File: src/rtl/bin_pkg.sv
// Shared types and width helpers for the binary-image processing chain.
package bin_pkg;

  // Box fields are wide enough for any 12-bit frame dimension; users keep the low bits.
  localparam int BOX_W = 12;

  typedef struct packed {
    logic [BOX_W-1:0] x_min;
    logic [BOX_W-1:0] x_max;
    logic [BOX_W-1:0] y_min;
    logic [BOX_W-1:0] y_max;
    logic             valid;
  } box_t;

  function automatic int x_w(input int h_act);
    return $clog2(h_act);
  endfunction

  function automatic int y_w(input int v_act);
    return $clog2(v_act);
  endfunction

  // Stream word: {pclk, hsync, vsync, de, r[7:0], g[7:0], b[7:0], x, y}.
  function automatic int pack_size(input int h_act, input int v_act);
    return 3 * 8 + 4 + x_w(h_act) + y_w(v_act);
  endfunction

endpackage

File: src/rtl/bin_erode_box_bbox_accum.sv
// Per-frame bounding box of foreground pixels, published on frame end.
module bbox_accum
  import bin_pkg::*;
#(
  parameter int  H_ACT = 1280,
  parameter int  V_ACT = 720,
  localparam int X_W   = x_w(H_ACT),
  localparam int Y_W   = y_w(V_ACT)
) (
  input  logic           clk,
  input  logic           rst,
  input  logic           pix_en,
  input  logic [X_W-1:0] x,
  input  logic [Y_W-1:0] y,
  input  logic           frame_end,
  output box_t           box,
  output logic           box_update
);

  localparam logic [X_W-1:0] X_MIN_INIT = X_W'(H_ACT - 1);
  localparam logic [Y_W-1:0] Y_MIN_INIT = Y_W'(V_ACT - 1);

  logic [X_W-1:0] acc_x_min_reg, acc_x_max_reg;
  logic [Y_W-1:0] acc_y_min_reg, acc_y_max_reg;
  logic           acc_any_reg;
  box_t           box_reg;
  logic           box_update_reg;

  // Accumulate extents; frame end publishes and restarts (a coincident pixel is dropped).
  always_ff @(posedge clk) begin
    if (rst) begin
      acc_x_min_reg  <= X_MIN_INIT;
      acc_x_max_reg  <= '0;
      acc_y_min_reg  <= Y_MIN_INIT;
      acc_y_max_reg  <= '0;
      acc_any_reg    <= 1'b0;
      box_reg        <= '0;
      box_update_reg <= 1'b0;
    end else begin
      box_update_reg <= frame_end;
      if (frame_end) begin
        box_reg.x_min <= BOX_W'(acc_x_min_reg);
        box_reg.x_max <= BOX_W'(acc_x_max_reg);
        box_reg.y_min <= BOX_W'(acc_y_min_reg);
        box_reg.y_max <= BOX_W'(acc_y_max_reg);
        box_reg.valid <= acc_any_reg;
        acc_x_min_reg <= X_MIN_INIT;
        acc_x_max_reg <= '0;
        acc_y_min_reg <= Y_MIN_INIT;
        acc_y_max_reg <= '0;
        acc_any_reg   <= 1'b0;
      end else if (pix_en) begin
        if (x < acc_x_min_reg) acc_x_min_reg <= x;
        if (x > acc_x_max_reg) acc_x_max_reg <= x;
        if (y < acc_y_min_reg) acc_y_min_reg <= y;
        if (y > acc_y_max_reg) acc_y_max_reg <= y;
        acc_any_reg <= 1'b1;
      end
    end
  end

  assign box        = box_reg;
  assign box_update = box_update_reg;

endmodule

File: src/rtl/bin_erode_box.sv
// ROW x ROW binary erosion of the windowed stream plus per-frame bounding box.
module bin_erode_box
  import bin_pkg::*;
#(
  parameter int  H_ACT     = 1280,
  parameter int  V_ACT     = 720,
  parameter int  ROW       = 4,
  localparam int X_W       = x_w(H_ACT),
  localparam int Y_W       = y_w(V_ACT),
  localparam int PACK_SIZE = pack_size(H_ACT, V_ACT)
) (
  input  logic                 clk,
  input  logic                 rst,
  input  logic [PACK_SIZE-1:0] i_pack,
  input  logic [ROW-1:0]       window,
  output logic [PACK_SIZE-1:0] o_pack,
  output logic [X_W-1:0]       box_x_min,
  output logic [X_W-1:0]       box_x_max,
  output logic [Y_W-1:0]       box_y_min,
  output logic [Y_W-1:0]       box_y_max,
  output logic                 box_valid,
  output logic                 box_update
);

  localparam int FILL_W  = $clog2(ROW);
  localparam logic [FILL_W-1:0] FILL_FULL = FILL_W'(ROW - 1);
  localparam logic [FILL_W-1:0] FILL_PRE  = FILL_W'(ROW - 2);

  localparam int X_LSB   = Y_W;
  localparam int RGB_LSB = X_W + Y_W;
  localparam int DE_BIT  = RGB_LSB + 24;
  localparam int VS_BIT  = DE_BIT + 1;
  localparam int HS_BIT  = VS_BIT + 1;
  localparam int CK_BIT  = HS_BIT + 1;

  logic           in_ck, in_hs, in_vs, in_de;
  logic [X_W-1:0] in_x;
  logic [Y_W-1:0] in_y;

  assign in_ck = i_pack[CK_BIT];
  assign in_hs = i_pack[HS_BIT];
  assign in_vs = i_pack[VS_BIT];
  assign in_de = i_pack[DE_BIT];
  assign in_x  = i_pack[X_LSB +: X_W];
  assign in_y  = i_pack[0 +: Y_W];

  // col_reg[ROW-1] is the newest column; col_reg[0] is the one about to fall out.
  logic [ROW-1:0][ROW-1:0] col_reg;
  logic [FILL_W-1:0]       fill_reg;
  logic [ROW-2:0]          hist_and;
  logic                    eroded_next;

  genvar gi;
  generate
    for (gi = 0; gi < ROW - 1; gi++) begin : g_hist
      assign hist_and[gi] = &col_reg[gi + 1];
    end
  endgenerate

  // Neighbourhood = stored columns 1..ROW-1 plus the incoming column.
  assign eroded_next = in_de && ((fill_reg == FILL_FULL) || (fill_reg == FILL_PRE))
                       && (&window) && (&hist_and);

  // Horizontal shift register and fill count; both restart on every blanking gap.
  always_ff @(posedge clk) begin
    if (rst) begin
      col_reg  <= '0;
      fill_reg <= '0;
    end else if (in_de) begin
      col_reg <= {window, col_reg[ROW-1:1]};
      if (fill_reg != FILL_FULL) fill_reg <= fill_reg + 1'b1;
    end else begin
      col_reg  <= '0;
      fill_reg <= '0;
    end
  end

  logic           eroded_reg, ck_d, hs_d, vs_d, de_d, vs_d2;
  logic [X_W-1:0] x_d;
  logic [Y_W-1:0] y_d;

  // One-cycle alignment of sync/coordinates with the registered erosion result.
  always_ff @(posedge clk) begin
    if (rst) begin
      eroded_reg <= 1'b0;
      ck_d       <= 1'b0;
      hs_d       <= 1'b0;
      vs_d       <= 1'b0;
      de_d       <= 1'b0;
      x_d        <= '0;
      y_d        <= '0;
      vs_d2      <= 1'b0;
    end else begin
      eroded_reg <= eroded_next;
      ck_d       <= in_ck;
      hs_d       <= in_hs;
      vs_d       <= in_vs;
      de_d       <= in_de;
      x_d        <= in_x;
      y_d        <= in_y;
      vs_d2      <= vs_d;
    end
  end

  assign o_pack = {ck_d, hs_d, vs_d, de_d, {24{eroded_reg}}, x_d, y_d};

  // Frame end is the vsync rise on the output side, so it orders cleanly with pix_en.
  logic frame_end, pix_en;
  assign frame_end = vs_d & ~vs_d2;
  assign pix_en    = eroded_reg & de_d;

  box_t box;

  bbox_accum #(
    .H_ACT(H_ACT),
    .V_ACT(V_ACT)
  ) u_bbox (
    .clk       (clk),
    .rst       (rst),
    .pix_en    (pix_en),
    .x         (x_d),
    .y         (y_d),
    .frame_end (frame_end),
    .box       (box),
    .box_update(box_update)
  );

  assign box_x_min = box.x_min[X_W-1:0];
  assign box_x_max = box.x_max[X_W-1:0];
  assign box_y_min = box.y_min[Y_W-1:0];
  assign box_y_max = box.y_max[Y_W-1:0];
  assign box_valid = box.valid;

  // Incoming colour, the oldest column and the wide box field tops are intentionally dropped.
  logic unused_bits;
  assign unused_bits = ^{box, i_pack[RGB_LSB +: 24], col_reg[0]};

endmodule

File: config.mk
export PLATFORM = sky130hd
export DESIGN_NAME = bin_erode_box
export DESIGN_NICKNAME = d
export VERILOG_FILES = /design/src/rtl/bin_pkg.sv /design/src/rtl/bin_erode_box_bbox_accum.sv /design/src/rtl/bin_erode_box.sv
export SDC_FILE = /design/constraint.sdc
export NUM_CORES = 1
export LEC_CHECK = 0
export CAP_MARGIN = 20
export CORE_AREA = 3 3 115 117
export CTS_BUF_LIST = sky130_fd_sc_hd__clkbuf_2 sky130_fd_sc_hd__clkbuf_4 sky130_fd_sc_hd__clkbuf_8
export CTS_CLUSTER_DIAMETER = 30
export DETAILED_ROUTE_END_ITERATION = 6
export DIE_AREA = 0 0 118 120
export PLACE_DENSITY = 0.74
export SETUP_SLACK_MARGIN = 0.2
export SLEW_MARGIN = 20
export SYNTH_ARGS = -nofsm -noshare
export SYNTH_HDL_FRONTEND = slang
export SYNTH_SLANG_ARGS = --single-unit
File: constraint.sdc
create_clock -name clk -period 2.92 [get_ports clk]
set_clock_uncertainty 0.1 [all_clocks]
set_input_delay 0.584 -clock clk [delete_from_list [all_inputs] [get_ports clk]]
set_output_delay 0.584 -clock clk [all_outputs]
set_load 0.05 [all_outputs]
==> impl_metrics.ini <==
[run_status]
outcome = completed

[min_path]
hold_path_depth = 1
holdCritPathClass = reg -> reg

[power]
power_density_mw_per_mm2 = 523
switch_share_pct = 26.7
vdd.ir_drop.worst_uv = 285
sequential_power_share_pct = 49.5
clock_group_share_of_total_power_pct = 39.0
total_switching_power_w = 0.000987
cellLeakagePower_nw = 2.82
intPower_w = 0.00271
comb_power_share_pct = 11.5

[drt]
wl_per_cell_um = 15.9
finalWirelength_mm = 13.0
drt_first_pass_iters = 4
drt-initial-drc-count = 325
drt.antenna.violating_nets = 0
detail_route.drc_violations = 0
via_count = 4264
detail_route.vias_per_cell = 5.21

[sta]
fin_ws_ps = 349
headroom_to_the_max_slew_limit_pct = 28.8
report.final.setup_viol = 0
period_needed_ps = 2570
worst-slew-pin-transition_ps = 1070
unrepaired_setup_endpoints_after_global_routing = no
slew_violations = 0
finalCritPeriodShare_pct = 88.0
timing.fmax_mhz = 389
hold_violations = 0
finalSetupTns_ps = 0

[floorplanning]
placeableCoreArea_mm2 = 0.0125
fp.dieH_um = 120
dieArea_mm2 = 0.0142
initial_utilization_pct = 44.1
die_x_um = 118
boundaryPins = 148
rows = 41

[synthesis]
synth_top_family_by_area = compound AO/OA/AOI/OAI gates
synth_compound_gate_area_share_pct = 20.2
ys_seq_elements = 128
seq_area_frac_synth_pct = 46.6
ys_dominant_reg_cell = sky130_fd_sc_hd__dfxtp_1
post_synth_inst_count = 537
post_synth_xor_area_fraction_pct = 0.159
synthesis.area_mm2 = 0.00550
yosysWarningCount = 0
synth_simple_gate_area_share_pct = 11.9
synthesis.nets = 634
synth-edff-count = 0
asyncSetResetFlopFracSynth_pct = 0
synth.area.mux_share_pct = 2.37
yosys.cell_types.count = 49
postSynthAreaPerCell_um2 = 10.2
synthAdderAreaFrac_pct = 9.55

[critical_path]
path_depth = 2
worst_path_largest_cell_delay_ps = 850
cp_data_required_time_ps = 2240
timing.rr.start = u_bbox.acc_y_max_reg[5]
critPathCaptureType = output port
cpLargestDelayFamily = buffers and inverters
reg2reg_setup_slack_ps = 520
cp_data_arrival_time_ps = 1890
reg2regPathDepth = 8
regToRegEndpoint = u_bbox.acc_y_max_reg[7]
timing.critical_path.slowest_stage_cell = sky130_fd_sc_hd__clkdlybuf4s50_1
cp-start-kind = flip-flop
path_buf_inv = 2
worstSetupPathType = reg -> out
crit_end = o_pack[31]
critical_path.startpoint = eroded_reg
path_max_fanout = 24
crit_chain = buf_4 -> clkdlybuf4s50_1

[cts]
worst_skew_pair.late_latency_ps = 440
ctsHtreeMaxLevel = 4
hold_buffers = 0
post_cts_setup_bufs = 0
cts_tree = built
cts_repair_resize_count = 0
clk_buf_depth = 2
cts_num_sinks = 128
cts_buffers = 17
clk_pin_slew_ps = 70
ctsRootBufferMaster = sky130_fd_sc_hd__clkbuf_8

[grt]
grt_usage_pct = 18.4
global_route_wire_length_before_repair_mm = 20.5
grt_max_degree = 77
gr-total-overflow = 0
grt_pass1_vias = 4191
number_of_antenna_violations_at_the_first_check_in_global_routing = 0

[finish]
multi_input_comb_area_mm2 = 0.00244
antenna-diode-count = 0
nFillCells = 1087
syn2layout_area_growth_pct = 28.7
layout_cell_share_with_drive_strength_beyond_1_pct = 8.82
final_net_count = 730
sequential_cell_area_mm2 = 0.00256
largest_register_ff_count = 43

[placed_design]
detailedPlace.worstSlack_ps = 422
portBuffers = 123
hpwl_mm = 9.22
final_weighted_congestion_of_routability_driven_global_placement = 0.866

[run]
maxCapViolCount = 0
[how the worst min path moves through the flow]
stage / from / endpoint
final: col_reg[8] / col_reg[4]
after global routing: col_reg[14] / col_reg[10]
after CTS: col_reg[14] / col_reg[10]
after detailed placement: col_reg[14] / col_reg[10]
after global placement: col_reg[15] / col_reg[11]
after floorplan: col_reg[15] / col_reg[11]
[metrics by stage]
| step | hold slack (ps) | power, W | util [%] | area [µm²] | cells |
|---|---|---|---|---|---|
| finish | 367 | 0.00370 | 56.8 | 7080 | 818 |
| global route | 375 | 0.00384 | 56.8 | 7080 | 818 |
| CTS | 367 | 0.00373 | 56.8 | 7080 | 818 |
| detailed placement | 350 | 0.00229 | 53.7 | 6700 | 786 |
| global placement | 332 | 0.00228 | 53.7 | 6700 | 786 |
| floorplan | 321 | 0.00213 | - | 5500 | 537 |
[routing by layer]
metal / global-route usage [%] / vias up / part of all wire (%) / wire [µm]
li1: - / 2092 / - / -
met1: 21.6 / 2005 / 43 / 5540
met2: 30.1 / 138 / 47 / 6150
met3: 6.31 / 29 / 7.2 / 930
met4: 9.16 / 0 / 2.7 / 347
met5: 0 / - / 0 / 0
[power groups by stage]
stage	registers, W	logic, W	clock network [W]
after global routing	0.00184	0.000453	0.00155
after floorplan	0.00196	0.000168	0
after CTS	0.00183	0.000426	0.00148
final	0.00183	0.000424	0.00145
after global placement	0.00187	0.000413	0
after detailed placement	0.00187	0.000423	0
[placed cells by master, fill, tap and decap left out, types with 3 or more instances in the layout]
cell type	synthesis	final
sky130_fd_sc_hd__a211oi_2	4	4
sky130_fd_sc_hd__a21oi_1	13	13
sky130_fd_sc_hd__a22o_1	43	43
sky130_fd_sc_hd__and2_1	13	13
sky130_fd_sc_hd__and3_1	6	6
sky130_fd_sc_hd__and4_1	3	3
sky130_fd_sc_hd__buf_4	31	8
sky130_fd_sc_hd__clkbuf_8	0	21
sky130_fd_sc_hd__clkdlybuf4s50_1	0	123
sky130_fd_sc_hd__clkinv_2	0	5
sky130_fd_sc_hd__clkinvlp_4	0	4
sky130_fd_sc_hd__dfxtp_1	128	128
sky130_fd_sc_hd__ha_1	42	42
sky130_fd_sc_hd__inv_1	45	45
sky130_fd_sc_hd__mux2i_1	13	13
sky130_fd_sc_hd__nand2_1	29	29
sky130_fd_sc_hd__nand2b_1	6	6
sky130_fd_sc_hd__nand4_1	17	17
sky130_fd_sc_hd__nor2_1	11	10
sky130_fd_sc_hd__nor2b_1	25	25
sky130_fd_sc_hd__nor3_1	3	3
sky130_fd_sc_hd__o211ai_1	32	32
sky130_fd_sc_hd__o21a_1	3	3
sky130_fd_sc_hd__o21ai_0	5	5
sky130_fd_sc_hd__o31ai_1	10	10
[layout make-up]
| class | count | share of cell area [%] |
|---|---|---|
| clock inverters | 10 | 1.20 |
| clock buffers | 22 | 4.19 |
| well taps | 172 | 3.04 |
| repair buffers | 132 | 18.5 |
| flip-flops and latches | 128 | 36.2 |
| multi-input cells | 309 | 34.5 |
| inverters | 45 | 2.39 |
[cell families (layout without fill, tap and decap cells)]
family | Yosys count | in the layout
muxes | 13 | 13
and+or+nand+nor | 120 | 120
buffers and inverters | 100 | 209
xor gates and xnor gates | 1 | 1
adders and majority gates | 42 | 42
DFF | 128 | 128
AOI/OAI and AO/OA | 133 | 133
[Yosys cell counts, types with 3 or more instances]
library cell	number	share of area (%)
sky130_fd_sc_hd__a21oi_1	13	1.2
sky130_fd_sc_hd__inv_1	45	3.1
sky130_fd_sc_hd__o21a_1	3	0.41
sky130_fd_sc_hd__nor2_1	11	0.75
sky130_fd_sc_hd__and4_1	3	0.48
sky130_fd_sc_hd__o211ai_1	32	4.4
sky130_fd_sc_hd__buf_4	31	4.2
sky130_fd_sc_hd__ha_1	42	9.6
sky130_fd_sc_hd__nand2b_1	6	0.68
sky130_fd_sc_hd__a211oi_2	4	0.91
sky130_fd_sc_hd__nor3_1	3	0.27
sky130_fd_sc_hd__nand4_1	17	1.9
sky130_fd_sc_hd__dfxtp_1	128	47
sky130_fd_sc_hd__and2_1	13	1.5
sky130_fd_sc_hd__o21ai_0	5	0.45
sky130_fd_sc_hd__mux2i_1	13	2.4
sky130_fd_sc_hd__o31ai_1	10	1.4
sky130_fd_sc_hd__nor2b_1	25	2.8
sky130_fd_sc_hd__and3_1	6	0.68
sky130_fd_sc_hd__buf_2	5	0.45
sky130_fd_sc_hd__a22o_1	43	6.8
sky130_fd_sc_hd__nand2_1	29	2.0
sky130_fd_sc_hd__clkbuf_1	16	1.1
Power figures use the tool's default switching activity.
